### src/rtl/huffman_pkg.sv
// ============================================================================
// Module   : huffman_pkg
// Purpose  : Shared widths and FSM state encodings for the Huffman codec.
// Revision : 1.0 - initial release
// ============================================================================
`default_nettype none

package huffman_pkg;

  localparam int SYM_W       = 8;   // symbol width in bits
  localparam int CODE_W      = 8;   // longest codeword in bits
  localparam int LEN_W       = 4;   // width of a code-length field
  localparam int TABLE_DEPTH = 16;  // number of code-table entries

  localparam logic [1:0] ST_LOAD   = 2'd0;
  localparam logic [1:0] ST_DECODE = 2'd1;
  localparam logic [1:0] ST_EMIT   = 2'd2;
  localparam logic [1:0] ST_ERROR  = 2'd3;

endpackage : huffman_pkg

`default_nettype wire

### src/rtl/huffman_code_table.sv
// ============================================================================
// Module   : huffman_code_table
// Purpose  : Code-table storage with a single write port and a parallel
//            lookup that reports the lowest-index entry matching a partial
//            codeword of a given length.
// Revision : 1.0 - initial release
// ============================================================================
`default_nettype none

module huffman_code_table #(
  parameter int SYM_W       = 8,
  parameter int CODE_W      = 8,
  parameter int LEN_W       = 4,
  parameter int TABLE_DEPTH = 16,
  parameter int IDX_W       = $clog2(TABLE_DEPTH)
) (
  input  logic              clock,
  input  logic              rst,
  input  logic              wr_en,
  input  logic [IDX_W-1:0]  wr_idx,
  input  logic [SYM_W-1:0]  wr_symbol,
  input  logic [LEN_W-1:0]  wr_length,
  input  logic [CODE_W-1:0] wr_code,
  input  logic [CODE_W-1:0] cand_bits,
  input  logic [LEN_W-1:0]  cand_len,
  output logic              hit,
  output logic [SYM_W-1:0]  hit_symbol
);

  import huffman_pkg::*;

  logic [TABLE_DEPTH-1:0] valid;
  logic [SYM_W-1:0]       sym_mem  [TABLE_DEPTH];
  logic [LEN_W-1:0]       len_mem  [TABLE_DEPTH];
  logic [CODE_W-1:0]      code_mem [TABLE_DEPTH];
  logic [CODE_W-1:0]      len_mask;
  logic [TABLE_DEPTH-1:0] match_vec;

  // Entry valid flags; clearing them on reset invalidates the whole table.
  always_ff @(posedge clock) begin
    if (rst) begin
      valid <= '0;
    end else if (wr_en) begin
      valid[wr_idx] <= 1'b1;
    end
  end

  // Entry payload; only meaningful while the matching valid flag is set.
  always_ff @(posedge clock) begin
    if (wr_en) begin
      sym_mem[wr_idx]  <= wr_symbol;
      len_mem[wr_idx]  <= wr_length;
      code_mem[wr_idx] <= wr_code;
    end
  end

  // Only the low cand_len bits of the candidate take part in the compare.
  for (genvar b = 0; b < CODE_W; b++) begin : g_mask
    assign len_mask[b] = (LEN_W'(b) < cand_len);
  end

  // Every entry is compared in parallel against the candidate.
  for (genvar e = 0; e < TABLE_DEPTH; e++) begin : g_entry
    assign match_vec[e] = valid[e]
                        && (len_mem[e] == cand_len)
                        && (((code_mem[e] ^ cand_bits) & len_mask) == '0);
  end

  // Lowest-index matching entry wins.
  always_comb begin
    hit        = 1'b0;
    hit_symbol = '0;
    for (int e = 0; e < TABLE_DEPTH; e++) begin
      if (!hit && match_vec[e]) begin
        hit        = 1'b1;
        hit_symbol = sym_mem[e];
      end
    end
  end

endmodule : huffman_code_table

`default_nettype wire

### src/rtl/huffman_decoder.sv
// ============================================================================
// Module   : huffman_decoder
// Purpose  : Bit-serial Huffman decoder. A code table is loaded one entry per
//            cycle, then the coded stream is consumed one bit per cycle and
//            each completed codeword is presented as a symbol with a
//            valid/ready handshake. Malformed tables or streams latch err.
// Revision : 1.0 - initial release
// ============================================================================
`default_nettype none

module huffman_decoder #(
  parameter int SYM_W       = huffman_pkg::SYM_W,
  parameter int CODE_W      = huffman_pkg::CODE_W,
  parameter int TABLE_DEPTH = huffman_pkg::TABLE_DEPTH
) (
  input  logic              clock,
  input  logic              rst,
  input  logic              tbl_valid,
  input  logic [SYM_W-1:0]  tbl_symbol,
  input  logic [3:0]        tbl_length,
  input  logic [CODE_W-1:0] tbl_code,
  input  logic              tbl_done,
  input  logic              bit_valid,
  input  logic              bit_in,
  output logic              bit_ready,
  output logic              sym_valid,
  output logic [SYM_W-1:0]  sym_out,
  input  logic              sym_ready,
  output logic [15:0]       sym_count,
  output logic              err,
  output logic [1:0]        out_state
);

  import huffman_pkg::*;

  localparam int IDX_W = $clog2(TABLE_DEPTH);
  localparam int CNT_W = $clog2(TABLE_DEPTH + 1);

  localparam logic [CNT_W-1:0] FULL_CNT = CNT_W'(TABLE_DEPTH);
  localparam logic [LEN_W-1:0] MAX_LEN  = LEN_W'(CODE_W);
  localparam logic [LEN_W-1:0] LAST_N   = LEN_W'(CODE_W - 1);

  logic [1:0]        state;
  logic [1:0]        state_nx;
  logic [CNT_W-1:0]  entry_cnt;
  logic [LEN_W-1:0]  n;
  logic [CODE_W-1:0] acc;
  logic [CODE_W-1:0] cand_bits;
  logic [LEN_W-1:0]  cand_len;
  logic              entry_ok;
  logic              table_full;
  logic              tbl_wr;
  logic              bit_take;
  logic              hit;
  logic [SYM_W-1:0]  hit_symbol;

  // Qualify table writes and build the candidate codeword for this bit.
  always_comb begin
    entry_ok   = tbl_valid && (tbl_length != 4'd0) && (tbl_length <= MAX_LEN);
    table_full = (entry_cnt == FULL_CNT);
    tbl_wr     = (state == ST_LOAD) && entry_ok && !table_full;
    bit_take   = (state == ST_DECODE) && bit_valid;
    cand_len   = n + LEN_W'(1);
    cand_bits  = acc;
    for (int i = 0; i < CODE_W; i++) begin
      if (LEN_W'(i) == n) begin
        cand_bits[i] = bit_in;
      end
    end
  end

  huffman_code_table #(
    .SYM_W       (SYM_W),
    .CODE_W      (CODE_W),
    .LEN_W       (LEN_W),
    .TABLE_DEPTH (TABLE_DEPTH),
    .IDX_W       (IDX_W)
  ) u_table (
    .clock      (clock),
    .rst        (rst),
    .wr_en      (tbl_wr),
    .wr_idx     (entry_cnt[IDX_W-1:0]),
    .wr_symbol  (tbl_symbol),
    .wr_length  (tbl_length),
    .wr_code    (tbl_code),
    .cand_bits  (cand_bits),
    .cand_len   (cand_len),
    .hit        (hit),
    .hit_symbol (hit_symbol)
  );

  // State register.
  always_ff @(posedge clock) begin
    if (rst) begin
      state <= ST_LOAD;
    end else begin
      state <= state_nx;
    end
  end

  // Next-state logic; a same-cycle entry counts toward the tbl_done check.
  always_comb begin
    state_nx = state;
    case (state)
      ST_LOAD: begin
        if (entry_ok && table_full) begin
          state_nx = ST_ERROR;
        end else if (tbl_done) begin
          state_nx = (tbl_wr || (entry_cnt != '0)) ? ST_DECODE : ST_ERROR;
        end
      end
      ST_DECODE: begin
        if (bit_take) begin
          if (hit) begin
            state_nx = ST_EMIT;
          end else if (n == LAST_N) begin
            state_nx = ST_ERROR;
          end
        end
      end
      ST_EMIT: begin
        if (sym_ready) begin
          state_nx = ST_DECODE;
        end
      end
      ST_ERROR: begin
        state_nx = ST_ERROR;
      end
      default: begin
        state_nx = ST_LOAD;
      end
    endcase
  end

  // Handshake outputs follow directly from the current state.
  always_comb begin
    bit_ready = (state == ST_DECODE);
    sym_valid = (state == ST_EMIT);
    out_state = state;
  end

  // Datapath: entry counter, bit accumulator, symbol register, counters, err.
  always_ff @(posedge clock) begin
    if (rst) begin
      entry_cnt <= '0;
      n         <= '0;
      acc       <= '0;
      sym_out   <= '0;
      sym_count <= '0;
      err       <= 1'b0;
    end else begin
      if (tbl_wr) begin
        entry_cnt <= entry_cnt + CNT_W'(1);
      end
      if ((state_nx == ST_ERROR) && (state != ST_ERROR)) begin
        err <= 1'b1;
      end
      if (bit_take) begin
        if (hit) begin
          sym_out <= hit_symbol;
          n       <= '0;
          acc     <= '0;
        end else if (n != LAST_N) begin
          acc <= cand_bits;
          n   <= cand_len;
        end
      end
      if ((state == ST_EMIT) && sym_ready) begin
        sym_count <= sym_count + 16'd1;
      end
    end
  end

endmodule : huffman_decoder

`default_nettype wire

### config.mk
export PLATFORM = sky130hd
export DESIGN_NAME = huffman_decoder
export DESIGN_NICKNAME = d
export VERILOG_FILES = /design/src/rtl/huffman_pkg.sv /design/src/rtl/huffman_code_table.sv /design/src/rtl/huffman_decoder.sv
export SDC_FILE = /design/constraint.sdc
export NUM_CORES = 1
export LEC_CHECK = 0
export BUFFER_PORTS_ARGS = -buffer_cell sky130_fd_sc_hd__buf_2
export CORE_MARGIN = 8
export CORE_UTILIZATION = 52
export DETAILED_ROUTE_END_ITERATION = 12
export HOLD_SLACK_MARGIN = 0.1
export PLACE_DENSITY = 0.74
export SYNTH_ARGS = -nofsm -noshare
export SYNTH_HDL_FRONTEND = slang
export SYNTH_HIERARCHICAL = 1
export SYNTH_SLANG_ARGS = --single-unit
### constraint.sdc
create_clock -name clock -period 5.5 [get_ports clock]
set_input_delay 0.55 -clock clock [delete_from_list [all_inputs] [get_ports clock]]
set_output_delay 0.55 -clock clock [all_outputs]
set_load 0.02 [all_outputs]
==> results.sh <==
export IMPL_outcome="complete, no violations"
export IMPL_critPathMaxFanout=23
export IMPL_skew_ns=0.01428
export IMPL_setup_viol_count_final=0
export IMPL_grt_ovfl_total=0
export IMPL_via_per_inst=6.048
export IMPL_vias=10980
export IMPL_yosys_area_top_type="edfxtp_1"
export IMPL_worst_hold_slack_ns=0.3664
export IMPL_clock_path_buffers=3
export IMPL_power_density_mw_per_mm2=332.8
export IMPL_ys_types=88
export IMPL_start_util_pct=52.29
export IMPL_antenna_found_initial=0
export IMPL_die_area_mm2=0.03849
export IMPL_hold_viol_final=0
export IMPL_drv_cap=0
export IMPL_clk_pin_slew_ns=0.06
export IMPL_ff_latch_area_mm2=0.01081
export IMPL_irDropWorstVdd_mv=0.2941
export IMPL_ys_ff_latch=380
export IMPL_drt_wirelength_per_cell_um=23.76
export IMPL_fin_area_mm2=0.01908
export IMPL_multi_input_area_mm2=0.005709
export IMPL_cts_tree="built"
export IMPL_drt_iter0_markers=1105
export IMPL_io_buffers=55
export IMPL_first_pass_iters=5
export IMPL_syn_nets=1309
export IMPL_die_width_um=196.2
export IMPL_clock_latency_ns=0.55
export IMPL_cp_end_kind="flip-flop"
export IMPL_hp_class="in -> reg"
export IMPL_relSlewSlack_pct=34.88
export IMPL_cts_max_level=2
export IMPL_cts_hold_buf=0
export IMPL_cts_setup_buffers=0
export IMPL_worstPathArrival_ns=5.59
export IMPL_diodes=0
export IMPL_grt_pass1_vias=10740
export IMPL_cts_repair_resized=0
export IMPL_io_pins=56
export IMPL_syn_avg_cell_area_um2=13.24
export IMPL_synth_edf_count=320
export IMPL_synthCells=1275
export IMPL_min_period_ns=5.144
export IMPL_nNetsFinal=1376
export IMPL_drive_above_1_share_pct=15.95
export IMPL_syn_area_mm2=0.01688
export IMPL_core_area_mm2=0.03229
export IMPL_tightest_slew_ns=0.9694
export IMPL_cts_made_buffers=40
export IMPL_hpwl_um=28390
export IMPL_start_kind="flip-flop"
export IMPL_synth_top_cells_by_area="edfxtp_1, xnor2_1, dfxtp_1, xor2_1, nor2_1"
export IMPL_crit_required_ns=5.95
export IMPL_grt_setup_unrepaired="no"
export IMPL_p_leak_nw=6.304
export IMPL_place_congestion=0.9093
export IMPL_tns_ns=0
export IMPL_dieHeight_um=196.2
export IMPL_gr_usage_all_layers_pct=22.23
export IMPL_yosys_area_top_type_share_pct=56.91
export IMPL_fin_crit_sh_pct=93.53
export IMPL_grt_max_degree=63
export IMPL_synthFlopType="edfxtp_1"
export IMPL_fill_cells=2533
export IMPL_grt_pass1_wl_um=65610
export IMPL_critical_path_class="reg -> reg"
export IMPL_root_buffer="clkbuf_16"
export IMPL_fmax_ghz=0.1944
export IMPL_ys_seq_area_share_pct=64.02
export IMPL_wirelength_um=43130
export IMPL_drc=0
export IMPL_drtAntennaViolNets=0
export IMPL_cts_sinks=380
export IMPL_rows=66
export IMPL_drv_slew=0
export IMPL_area_growth_pct=13.03
export IMPL_synthArstFlopShare_pct=0
export IMPL_ys_warn_count=6
export IMPL_placed_cell_area_mm2=0.01767
## worst paths after layout
| kind | startpoint | to | depth (start not counted) | slack [ns] |
|---|---|---|---|---|
| min reg2reg | sym_out[4] | sym_out[4] | 2 | 0.45 |
| min | sym_ready | out_state[0] | 3 | 0.37 |
| max | n[2] | err | 16 | 0.36 |
| max reg2reg | n[2] | err | 16 | 0.36 |
## state kept, by name, indices dropped and copies added, names as in the netlist
register and flops:
u_table/len_mem 64, entry_cnt 5, u_table/code_mem 128, err 1, out_state 2, u_table/sym_mem 128, sym_count 16, acc 8
sym_out 8, n 4, u_table/valid 16
## worst max-delay path: stages, from the launching register on
cell	delay, ns
dfxtp_1	0.64
nand3_1	0.20
xnor2_2	0.20
buf_4	0.24
a211oi_4	0.64
o22ai_1	0.21
a211oi_1	0.63
and3_1	0.54
nor4_4	0.10
buf_4	0.20
nand4_1	0.22
nor2_1	0.07
nand2_1	0.21
or3b_2	0.17
o22ai_1	0.06
or4_1	0.44
o32ai_1	0.27
## cell usage after synthesis (all sizes together) (10+ instances only)
library cell	number
o22ai	30
nand3	45
a21oi	33
mux2	10
xor2	43
edfxtp	320
nand2b	16
dfxtp	60
nand4	24
nor2	97
clkbuf	12
and3	15
nor3	22
nor4	13
o21ai	33
buf	51
a211oi	15
nand2	78
a22oi	20
xnor2	145
inv	19
## per-stage QoR
step,util (%),std cells,total power (W),setup WS [ns]
finish,59.11,1815,0.006350,0.3558
global route,59.11,1815,0.006507,0.1052
CTS,59.11,1815,0.006393,0.5441
detailed placement,54.72,1742,0.003514,0.5380
global placement,54.72,1742,0.003505,0.6933
floorplan,-,1275,0.003401,1.535
## layout make-up
cell class / instances / area share [%]
Clock inverter: 25 / 1.757
Multi-Input combinational cell: 813 / 29.92
Sequential cell: 380 / 56.64
Tap cell: 442 / 2.898
Clock buffer: 48 / 5.671
Inverter: 19 / 0.3737
Timing Repair Buffer: 88 / 2.740
## per-layer routing
layer	wire (um)	GRT usage, %	up-vias	share of wire, %
met3	3537	3.496	85	8.2
met5	0	0	-	0
li1	-	-	4928	-
met1	17680	29.97	5455	41
met2	20650	36.26	509	48
met4	1268	7.720	0	2.9
## power breakdown
| group | total [W] | switching [W] | leakage [nW] | internal, W |
|---|---|---|---|---|
| clock network | 0.00290 | 0.00111 | 0.696 | 0.00178 |
| registers | 0.00315 | 0.0000146 | 3.36 | 0.00314 |
| logic | 0.000300 | 0.000207 | 2.25 | 0.0000933 |
## logic make-up after synthesis
family	Yosys count	synth area share, %
DFF	380	64.02
xor gates and xnor gates	188	9.752
muxes	15	0.9633
and+or+nand+nor	382	12.23
adders and majority gates	7	0.5187
buffers and inverters	82	2.645
AOI/OAI and AO/OA	221	9.863
## cell usage in the layout (no fill, tap or decap), types with 8 or more instances in the layout
master / n
edfxtp_1: 320
xnor2_1: 144
nor2_1: 85
nand2_1: 78
dfxtp_1: 60
buf_2: 55
nand3_1: 43
xor2_1: 42
clkbuf_16: 41
buf_4: 33
a21oi_1: 32
o21ai_0: 31
o22ai_1: 30
nand4_1: 22
inv_1: 19
a22oi_1: 19
nand2b_1: 16
nor3_1: 14
and3_1: 14
a211oi_1: 14
nor2_2: 11
mux2_2: 10
nor4_1: 10
nand3b_1: 8
or3_1: 8
and4_1: 8
bufinv_16: 8
o211ai_1: 8
Power figures use the tool's default switching activity.
